<file path="config.mk">
export PLATFORM = sky130hd
export DESIGN_NAME = intr_vect_read_clr
export DESIGN_NICKNAME = d
export VERILOG_FILES = /design/src/rtl/intr_pkg.sv /design/src/rtl/intr_req_fifo.sv /design/src/rtl/intr_vect_read_clr.sv
export SDC_FILE = /design/constraint.sdc
export NUM_CORES = 1
export LEC_CHECK = 0
export BUFFER_PORTS_ARGS = -buffer_cell sky130_fd_sc_hd__buf_2
export CAP_MARGIN = 10
export CORE_UTILIZATION = 38
export DETAILED_ROUTE_END_ITERATION = 12
export GPL_ROUTABILITY_DRIVEN = 0
export PLACE_DENSITY = 0.67
export SLEW_MARGIN = 15
export SYNTH_ARGS = -nofsm -noshare
export SYNTH_HDL_FRONTEND = slang
export SYNTH_SLANG_ARGS = --single-unit
</file>
<file path="constraint.sdc">
create_clock -name CLK -period 4.39 [get_ports CLK]
set_clock_uncertainty 0.15 [all_clocks]
set_input_delay 0 -clock CLK [delete_from_list [all_inputs] [get_ports CLK]]
set_output_delay 0 -clock CLK [all_outputs]
set_load 0.005 [all_outputs]
</file>
<file path="src/rtl/intr_pkg.sv">
// Shared types and constants for the interrupt vector read-and-clear path.
// Latency: none (declarations only).
// Backpressure: not applicable.
package intr_pkg;

   // Completion FSM states
   typedef enum logic {
      S_IDLE = 1'b0,
      S_CPL  = 1'b1
   } state_t;

   localparam int   VECT_W     = 32;
   localparam logic VECT_SEL_0 = 1'b0;
   localparam logic VECT_SEL_1 = 1'b1;

endpackage

</file>
<file path="src/rtl/intr_req_fifo.sv">
// Small synchronous request FIFO with full/empty flags; head entry read from the register file.
// Latency: a push into an empty FIFO becomes visible (empty=0) on the following cycle, no fall-through.
// Backpressure: pushes while full and pops while empty are ignored; the caller gates with full/empty.
module intr_req_fifo #(
   parameter int C_DEPTH = 2,
   parameter int C_WIDTH = 9
) (
   input  logic               CLK,
   input  logic               RST,
   input  logic               push,
   input  logic [C_WIDTH-1:0] push_dat,
   input  logic               pop,
   output logic [C_WIDTH-1:0] pop_dat,
   output logic               full,
   output logic               empty
);

   localparam int             AW        = (C_DEPTH > 1) ? $clog2(C_DEPTH) : 1;
   localparam logic [AW:0]    DEPTH_CNT = (AW+1)'(C_DEPTH);

   logic [C_WIDTH-1:0] mem [C_DEPTH];
   logic [AW-1:0]      wr_ptr;
   logic [AW-1:0]      rd_ptr;
   logic [AW:0]        count;
   logic               push_ok;
   logic               pop_ok;

   assign push_ok = push && !full;
   assign pop_ok  = pop && !empty;
   assign full    = (count == DEPTH_CNT);
   assign empty   = (count == '0);
   assign pop_dat = mem[rd_ptr];

   // Storage array: written on accepted push, contents need no reset
   always_ff @(posedge CLK) begin
      if (push_ok) begin
         mem[wr_ptr] <= push_dat;
      end
   end

   // Pointers and occupancy; reset discards everything queued
   always_ff @(posedge CLK or posedge RST) begin
      if (RST) begin
         wr_ptr <= '0;
         rd_ptr <= '0;
         count  <= '0;
      end else begin
         if (push_ok) begin
            wr_ptr <= wr_ptr + 1'b1;
         end
         if (pop_ok) begin
            rd_ptr <= rd_ptr + 1'b1;
         end
         case ({push_ok, pop_ok})
            2'b10:   count <= count + 1'b1;
            2'b01:   count <= count - 1'b1;
            default: count <= count;
         endcase
      end
   end

endmodule

</file>
<file path="src/rtl/intr_vect_read_clr.sv">
// Host read-and-clear front end for interrupt vectors 0/1: tagged reads in, tagged snapshots out, one clear strobe per read.
// Latency: request accept to CPL_VALID is 2 cycles minimum; one completion per 2 cycles sustained.
// Backpressure: RD_REQ_READY drops when the request FIFO is full; CPL outputs hold stable while CPL_READY is low.
module intr_vect_read_clr
   import intr_pkg::*;
#(
   parameter int C_REQ_DEPTH = 2,
   parameter int C_TAG_W     = 8,
   parameter int C_CLR_EN    = 1
) (
   input  logic                CLK,
   input  logic                RST,
   input  logic                RD_REQ_VALID,
   output logic                RD_REQ_READY,
   input  logic                RD_REQ_SEL,
   input  logic [C_TAG_W-1:0]  RD_REQ_TAG,
   output logic                CPL_VALID,
   input  logic                CPL_READY,
   output logic [VECT_W-1:0]   CPL_DATA,
   output logic [C_TAG_W-1:0]  CPL_TAG,
   input  logic [VECT_W-1:0]   VECT_0,
   input  logic [VECT_W-1:0]   VECT_1,
   output logic                VECT_0_RST,
   output logic                VECT_1_RST,
   output logic [VECT_W-1:0]   VECT_RST,
   output logic [15:0]         RD_COUNT
);

   localparam logic CLR_ON = (C_CLR_EN != 0);

   state_t               state;
   state_t               state_nxt;
   logic                 rdy_en;
   logic                 fifo_full;
   logic                 fifo_empty;
   logic                 fifo_pop;
   logic                 req_push;
   logic [C_TAG_W:0]     fifo_dat;
   logic                 head_sel;
   logic [C_TAG_W-1:0]   head_tag;
   logic [VECT_W-1:0]    snap;
   logic [C_TAG_W-1:0]   tag_q;
   logic                 sel_q;
   logic                 first_q;
   logic                 cpl_done;

   // READY is held low through reset and opens on the first edge after it
   assign RD_REQ_READY = rdy_en && !fifo_full;
   assign req_push     = RD_REQ_VALID && RD_REQ_READY;
   assign fifo_pop     = (state == S_IDLE) && !fifo_empty;
   assign cpl_done     = (state == S_CPL) && CPL_READY;
   assign head_sel     = fifo_dat[C_TAG_W];
   assign head_tag     = fifo_dat[C_TAG_W-1:0];

   intr_req_fifo #(
      .C_DEPTH (C_REQ_DEPTH),
      .C_WIDTH (C_TAG_W + 1)
   ) u_req_fifo (
      .CLK      (CLK),
      .RST      (RST),
      .push     (req_push),
      .push_dat ({RD_REQ_SEL, RD_REQ_TAG}),
      .pop      (fifo_pop),
      .pop_dat  (fifo_dat),
      .full     (fifo_full),
      .empty    (fifo_empty)
   );

   // Request-port enable, released one cycle after reset
   always_ff @(posedge CLK or posedge RST) begin
      if (RST) begin
         rdy_en <= 1'b0;
      end else begin
         rdy_en <= 1'b1;
      end
   end

   // FSM state register
   always_ff @(posedge CLK or posedge RST) begin
      if (RST) begin
         state <= S_IDLE;
      end else begin
         state <= state_nxt;
      end
   end

   // FSM next state: pop starts a completion, handshake ends it
   always_comb begin
      state_nxt = state;
      case (state)
         S_IDLE:  if (!fifo_empty) state_nxt = S_CPL;
         S_CPL:   if (CPL_READY)   state_nxt = S_IDLE;
         default: state_nxt = S_IDLE;
      endcase
   end

   // Snapshot the selected vector and tag at pop; first_q marks the single clear cycle
   always_ff @(posedge CLK or posedge RST) begin
      if (RST) begin
         snap    <= '0;
         tag_q   <= '0;
         sel_q   <= VECT_SEL_0;
         first_q <= 1'b0;
      end else begin
         first_q <= fifo_pop;
         if (fifo_pop) begin
            snap  <= (head_sel == VECT_SEL_1) ? VECT_1 : VECT_0;
            tag_q <= head_tag;
            sel_q <= head_sel;
         end
      end
   end

   // Completion counter, saturating so it never wraps back to zero
   always_ff @(posedge CLK or posedge RST) begin
      if (RST) begin
         RD_COUNT <= '0;
      end else if (cpl_done && (RD_COUNT != 16'hFFFF)) begin
         RD_COUNT <= RD_COUNT + 16'd1;
      end
   end

   // FSM outputs: the clear mask is the registered snapshot, never the live vector,
   // so bits arriving after the snapshot survive for the next read
   always_comb begin
      CPL_VALID  = (state == S_CPL);
      CPL_DATA   = snap;
      CPL_TAG    = tag_q;
      VECT_0_RST = CLR_ON && first_q && (sel_q == VECT_SEL_0);
      VECT_1_RST = CLR_ON && first_q && (sel_q == VECT_SEL_1);
      VECT_RST   = '0;
      if (VECT_0_RST || VECT_1_RST) begin
         VECT_RST = snap;
      end
   end

endmodule

</file>
==> results of run 1 <==
==> per-stage QoR <==
step / cell area, sq um / hold WS, ns / util, % / setup slack (ns)
floorplan: 3739 / -0.05113 / - / 2.359
global placement: 4700 / 0.03918 / 50.15 / 1.826
detailed placement: 4700 / 0.04423 / 50.15 / 1.725
CTS: 5663 / 0.1921 / 60.43 / 1.193
global route: 5663 / 0.1911 / 60.43 / 1.025
finish: 5663 / 0.2111 / 60.43 / 1.212
==> power groups by stage <==
| stage | combinational (mW) | sequential [mW] | clock, mW |
|---|---|---|---|
| 6_report | 1.20 | 1.30 | 0.557 |
| 5_1_grt | 1.37 | 1.35 | 0.606 |
| 4_1_cts | 1.21 | 1.30 | 0.575 |
| 3_3_place_gp | 1.06 | 1.30 | 0 |
| 2_1_floorplan | 0.665 | 1.25 | 0 |
| 3_5_place_dp | 1.09 | 1.32 | 0 |
==> cell usage in the layout (no fill, tap or decap), drive strengths merged <==
master,n
mux2,2
nand3,2
and3,3
o21ai,41
and2,33
inv,9
nor4,4
nor2b,1
dfrtp,64
mux2i,41
ha,2
and3b,1
clkinv,2
or3,1
nor3b,1
o21bai,1
nand4,4
a21boi,1
buf,171
or4b,1
nor2,5
xor2,13
o31a,1
nor3,7
xnor2,6
edfxtp,18
clkbuf,9
conb,1
or2,1
nor4b,2
dlygate4sd3,76
nand2,49
==> registers in the layout (all words and copies together), names as in the netlist <==
signal,cells
CPL_DATA,32
u_req_fifo.mem,18
RD_COUNT,16
CPL_TAG,8
u_req_fifo.count,2
CPL_VALID,1
first_q,1
rdy_en,1
sel_q,1
u_req_fifo.rd_ptr,1
u_req_fifo.wr_ptr,1
==> layout make-up <==
class                   count  area (sq um)  share of cell area [%]
flip-flops and latches     82          2142                   37.83
multi-input cells         224          1518                   26.80
clock buffers               9         123.9                   2.187
repair buffers            247          1624                   28.68
inverters                   4         15.01                  0.2651
well taps                 129         161.4                   2.850
clock inverters             7         78.83                   1.392
==> critical path, cell delays in order (launching register included) <==
cell	delay [ns]
dfrtp_1	0.73
mux2i_4	0.87
buf_4	0.42
mux2i_1	0.23
dlygate4sd3_1	0.57
o21ai_0	0.08
==> path summary, 6_finish.rpt <==
| check | start | end |
|---|---|---|
| worst max-delay path | u_req_fifo.rd_ptr | CPL_DATA[3] |
| worst min-delay path | RD_REQ_TAG[3] | u_req_fifo.mem[1][3] |
| worst max register to register | u_req_fifo.rd_ptr | CPL_DATA[3] |
| worst min register to register | CPL_TAG[2] | CPL_TAG[2] |
| max in group asynchronous | RST | CPL_DATA[31] |
| min in group asynchronous | RST | CPL_DATA[8] |
==> logic make-up after synthesis <==
| group | count (synthesis) | share of synthesized area [%] |
|---|---|---|
| muxes | 43 | 11.91 |
| adders and majority gates | 2 | 0.6692 |
| AOI/OAI and AO/OA | 44 | 6.125 |
| DFF | 82 | 57.30 |
| and+or+nand+nor | 115 | 17.04 |
| buffers and inverters | 20 | 2.409 |
| other | 1 | 0.1003 |
| xor gates and xnor gates | 19 | 4.451 |
==> metal layers <==
| metal | vias up | global-route usage [%] | wire, um |
|---|---|---|---|
| met5 | - | 0 | 0 |
| met4 | 0 | 7.804 | 169 |
| met3 | 15 | 4.141 | 497 |
| met2 | 112 | 33.91 | 4902 |
| met1 | 1526 | 23.10 | 4082 |
| li1 | 1600 | - | - |
==> summary.md, run 1 <==
| Metric | Value |
|---|---|
| Core Area | `0.009371 sq mm` |
| TritonRoute pass-1 iters | `4` |
| Status | `finished clean` |
| Mapped cell area | `0.003739 sq mm` |
| Post-route ant nets | `0` |
| Register area share after synthesis | `57.30%` |
| Antenna cells | `0` |
| VDD IR max | `243.3 uV` |
| Max Slew Vio Count | `0` |
| First-pass GRT wire length | `15.15 mm` |
| Grt ovf | `0` |
| Die area | `0.01024 sq mm` |
| Synth warn | `0` |
| DRC violations left | `0` |
| Top cells by area, synth | `dfrtp_1 (43%), edfxtp_1 (14%), mux2i_1 (11%), and2_1 (5.5%), nand2_1 (4.9%)` |
| Rel. slew slack | `38.22%` |
| Syn_nets | `405` |
| Hold buffers post-CTS | `76` |
| CTS HTree Levels | `3` |
| Drt wl/cell | `13.75 um` |
| HP Class | `in -> reg` |
| Layout cells sized above 1 | `34.73%` |
| Clock share of power | `18.2%` |
| Pleak | `2.886 nW` |
| # nets final | `647` |
| Dpl cells | `610` |
| TritonCTS Buffers | `9` |
| CTS Root Cell | `clkbuf_8` |
| Worst-Skew Late Latency | `0.36 ns` |
| Synth area leader | `dfrtp_1` |
| Setup TNS | `0 ns` |
| IO Pins | `169` |
| Drt first-iter violations | `67` |
| P per Cell Area | `539.9 mW/mm^2` |
| Vias in the first global route | `3173` |
| Critical path class | `reg -> reg` |
| Number of port buffers | `168` |
| Asr flop ratio synth | `78.05%` |
| Psw | `1.142 mW` |
| Comb pwr share | `39.3%` |
| Sw frac | `37.35%` |
| Worst EP required | `4.46 ns` |
| Syn_area_per_cell | `11.47 sq um` |
| Synth top area share | `42.84%` |
| FF-to-FF setup slack | `1.21 ns` |
| Period utilization | `72.39%` |
| Final hold vios | `0` |
| Syn Inst Count | `326` |
| Hpwl dp | `6.127 mm` |
| Starting Density | `39.89%` |
| Non-Filler Instances | `702` |
| Internal power | `1.916 mW` |
| Post-CTS Setup Inserts | `0` |
| Die X | `101.2 um` |
| Final setup viols | `0` |
| List of most frequent post-synthesis cells | `dfrtp_1 (64), nand2_1 (49), mux2i_1 (40)` |
| Number of synthesized flops with an enable pin | `18` |
| CTS resizes | `0` |
| Tmin final | `3.178 ns` |
| Critical Path AT | `3.25 ns` |
| Initial antenna violation count | `0` |
| Main synth FF type | `dfrtp_1` |
| CP endpoint kind | `flip-flop` |
| Die Y | `101.2 um` |
| WHS Path Cells | `2` |
| Max cap viols | `0` |
| Count leader, synth | `dfrtp_1` |
| Total design power | `3.057 mW` |
| Slew @ Worst Pin | `0.9073 ns` |
| Worst-case reg-to-reg path depth | `5` |
| Total GRT Usage | `19.32%` |
| Fillers | `795` |
| Clock Tree Buf Depth | `2` |
| Clk sinks | `82` |
| Vias | `3253` |
| CTS tree | `yes` |
| Final wirelength | `9.651 mm` |
| Largest net degree at the start of global routing | `65` |
| Cell Rows | `35` |
| Clk slew on worst S/H paths | `0.10 ns` |
| Worst Path Max Fanout | `19` |
| Sequential fraction of design power | `42.5%` |
| Critical path launch point type | `flip-flop` |
| Unrepaired setup endpoints after global routing | `no` |
| Synth-to-Final Area Change | `51.47%` |
| Vias/cell | `4.634` |
| Synth cell types | `37` |
| Max frequency | `314.7 MHz` |
| Number of synthesized register bits | `82` |
Power figures use the tool's default switching activity.
==> inputs of run 2 (changes only) <==
--- a/config.mk
+++ b/config.mk
@@ -10,7 +10,7 @@
 export CORE_UTILIZATION = 38
 export DETAILED_ROUTE_END_ITERATION = 12
 export GPL_ROUTABILITY_DRIVEN = 0
-export PLACE_DENSITY = 0.67
+export PLACE_DENSITY = 0.69
 export SLEW_MARGIN = 15
 export SYNTH_ARGS = -nofsm -noshare
 export SYNTH_HDL_FRONTEND = slang
==> constraint.sdc (replaced) <==
create_clock -name CLK -period 2.7 [get_ports CLK]
set_clock_uncertainty 0.15 [all_clocks]
set_input_delay 0 -clock CLK [delete_from_list [all_inputs] [get_ports CLK]]
set_output_delay 0 -clock CLK [all_outputs]
set_load 0.005 [all_outputs]
==> run 2 against run 1 <==
  * Power rose by 62%
  * Worst setup slack got worse by 0.88 ns
  * Design area increased by 0.18%
  * Final cell count increased by 0.43%
  * Sequential power is 60% higher
  * Utilization up 0.11 points
  * Sequential cell count unchanged
  * Count of clock-buffer cells in the layout unchanged
==> summary.md, run 2 (synthesis results as in run 1) <==
| Metric | Value |
|---|---|
| Max frequency | `421.5 MHz (+34%)` |
| Final hold vios | `0 (unchanged)` |
| Critical path class | `reg -> reg` |
| Cell Rows | `35 (unchanged)` |
| TritonRoute pass-1 iters | `4 (unchanged)` |
| Layout Utilization | `60.53% (+0.11 points)` |
| HP Class | `in -> reg` |
| Hpwl dp | `5.972 mm (-2.5%)` |
| Vias in the first global route | `3119 (-1.7%)` |
| Slew @ Worst Pin | `0.8685 ns (-0.03877 ns)` |
| Fillers | `772 (-2.9%)` |
| Layout cells sized above 1 | `35.07% (+0.34 points)` |
| Drt first-iter violations | `75 (+12%)` |
| Status | `finished clean` |
| Core Area | `0.009371 sq mm (unchanged)` |
| Grt ovf | `0 (unchanged)` |
| CP endpoint kind | `flip-flop` |
| Dpl cells | `613 (+0.49%)` |
| CP peak stage delay | `0.57 ns (-0.30 ns)` |
| Vias | `3202 (-1.6%)` |
| Most frequent cells in the layout | `buf_2 (168), dlygate4sd3_1 (76), dfrtp_1 (64)` |
| Starting Density | `39.89% (unchanged)` |
| Tmin final | `2.372 ns (-0.8053 ns)` |
| Post-route ant nets | `0 (unchanged)` |
| Number of port buffers | `168 (unchanged)` |
| Clock Tree Buf Depth | `2 (unchanged)` |
| Drt wl/cell | `13.37 um (-2.7%)` |
| Fin worst setup slack | `0.3276 ns (-0.8847 ns)` |
| Period utilization | `87.87% (+15 points)` |
| Dpl ws | `0.7265 ns (-0.9987 ns)` |
| Internal power | `3.118 mW (+63%)` |
| Post-Place Cell Area | `0.004722 sq mm (+0.48%)` |
| Die X | `101.2 um (unchanged)` |
| Unrepaired setup endpoints after global routing | `no` |
| IO Pins | `169 (unchanged)` |
| Rel. slew slack | `42.10% (+3.9 points)` |
| Worst-Skew Late Latency | `0.36 ns (about the same)` |
| Setup TNS | `0 ns (unchanged)` |
| Clk sinks | `82 (unchanged)` |
| CTS Root Cell | `clkbuf_8` |
| First-pass GRT wire length | `14.59 mm (-3.7%)` |
| Final setup viols | `0 (unchanged)` |
| Psw | `1.830 mW (+60%)` |
| Comb pwr share | `40.6% (+1.3 points)` |
| DRC violations left | `0 (unchanged)` |
| Largest net degree at the start of global routing | `84 (+29%)` |
| Critical Path AT | `2.44 ns (-0.81 ns)` |
| CTS HTree Levels | `3 (unchanged)` |
| Max FFs per register | `32 (unchanged)` |
| Non-Filler Instances | `705 (+0.43%)` |
| Die area | `0.01024 sq mm (unchanged)` |
| Total design power | `4.947 mW (+62%)` |
| Pleak | `2.889 nW (about the same)` |
| Synth-to-Final Area Change | `51.74%` |
| Post-CTS Setup Inserts | `0 (unchanged)` |
| Clk slew on worst S/H paths | `0.10 ns (about the same)` |
| Final wirelength | `9.429 mm (-2.3%)` |
| Crit-path cells | `buf_4 -> mux2i_4 -> buf_4 -> mux2i_1 -> dlygate4sd3_1 -> o21ai_0` |
| Die Y | `101.2 um (unchanged)` |
| Antenna cells | `0 (unchanged)` |
| VDD IR max | `497.3 uV (+100%)` |
| P per Cell Area | `872.1 mW/mm^2 (+62%)` |
| Commonest non-fill, non-tap cell in the layout | `buf_2` |
| Worst EP required | `2.77 ns (-1.69 ns)` |
| Tightest hold margin | `0.2136 ns (+0.002487 ns)` |
| Clock share of power | `17.4% (-0.8 points)` |
| Post-route cell area | `0.005673 sq mm (+0.18%)` |
| # nets final | `650 (+0.46%)` |
| Critical path's most frequent cell | `buf_4` |
| Max cap viols | `0 (unchanged)` |
| Sw frac | `36.98% (-0.36 points)` |
| Initial antenna violation count | `0 (unchanged)` |
| CTS tree | `yes` |
| CP max-delay cell | `dlygate4sd3_1` |
| Sequential fraction of design power | `42.0% (-0.5 points)` |
| TritonCTS Buffers | `9 (unchanged)` |
| Critical path launch point type | `flip-flop` |
| Vias/cell | `4.542 (-2.0%)` |
| Max Slew Vio Count | `0 (unchanged)` |
| Worst Path Max Fanout | `21 (+2)` |
| Total GRT Usage | `18.77% (-0.55 points)` |
-- run 2: layout make-up --
| type | count | area (sq um) | share of cell area [%] |
|---|---|---|---|
| clock buffer | 9 | 123.9 | 2.184 |
| clock inverter | 7 | 66.31 | 1.169 |
| inverter | 4 | 15.01 | 0.2647 |
| multi-input combinational | 224 | 1518 | 26.75 |
| sequential | 82 | 2142 | 37.76 |
| tap | 129 | 161.4 | 2.845 |
| timing repair buffer | 250 | 1647 | 29.03 |
-- run 2: path summary, 6_finish.rpt --
check | from | cells past startpoint | end | slack (ns)
max in group asynchronous | RST | 4 | CPL_DATA[11] | 1.57
min in group asynchronous | RST | 4 | RD_COUNT[9] | 0.28
min | RD_REQ_TAG[6] | 2 | u_req_fifo.mem[1][6] | 0.21
max | u_req_fifo.rd_ptr | 6 | CPL_DATA[22] | 0.33
max reg2reg | u_req_fifo.rd_ptr | 6 | CPL_DATA[22] | 0.33
min reg2reg | CPL_TAG[1] | 2 | CPL_TAG[1] | 0.34
-- run 2: repair_timing --
action	CTS	global route
hold buffers	76	0
endpoints found under the setup margin	0	0
gates resized for setup	0	0
endpoints found under the hold margin	117	0
-- run 2: routing by layer --
layer | vias to the layer above | track usage (%) | wire length [um]
li1 | 1607 | - | -
met1 | 1478 | 21.15 | 3965
met2 | 106 | 34.38 | 4791
met3 | 11 | 4.003 | 519
met4 | 0 | 7.804 | 152
met5 | - | 0 | 0
-- run 2: critical path: cells and delay by family (launching register included) --
kind | cells | cell delay, ns
flip-flops | 1 | 0.33
multiplexers | 2 | 0.52
AO/OA/AOI/OAI | 1 | 0.07
buffers and inverters | 3 | 1.14
-- run 2: power by group through the flow --
stage | sequential, mW | combinational (mW) | clock, mW
floorplan | 2.03 | 1.08 | 0
global placement | 2.07 | 1.77 | 0
detailed placement | 2.11 | 1.81 | 0
CTS | 2.08 | 2.01 | 0.902
global route | 2.14 | 2.26 | 0.950
finish | 2.08 | 2.01 | 0.863
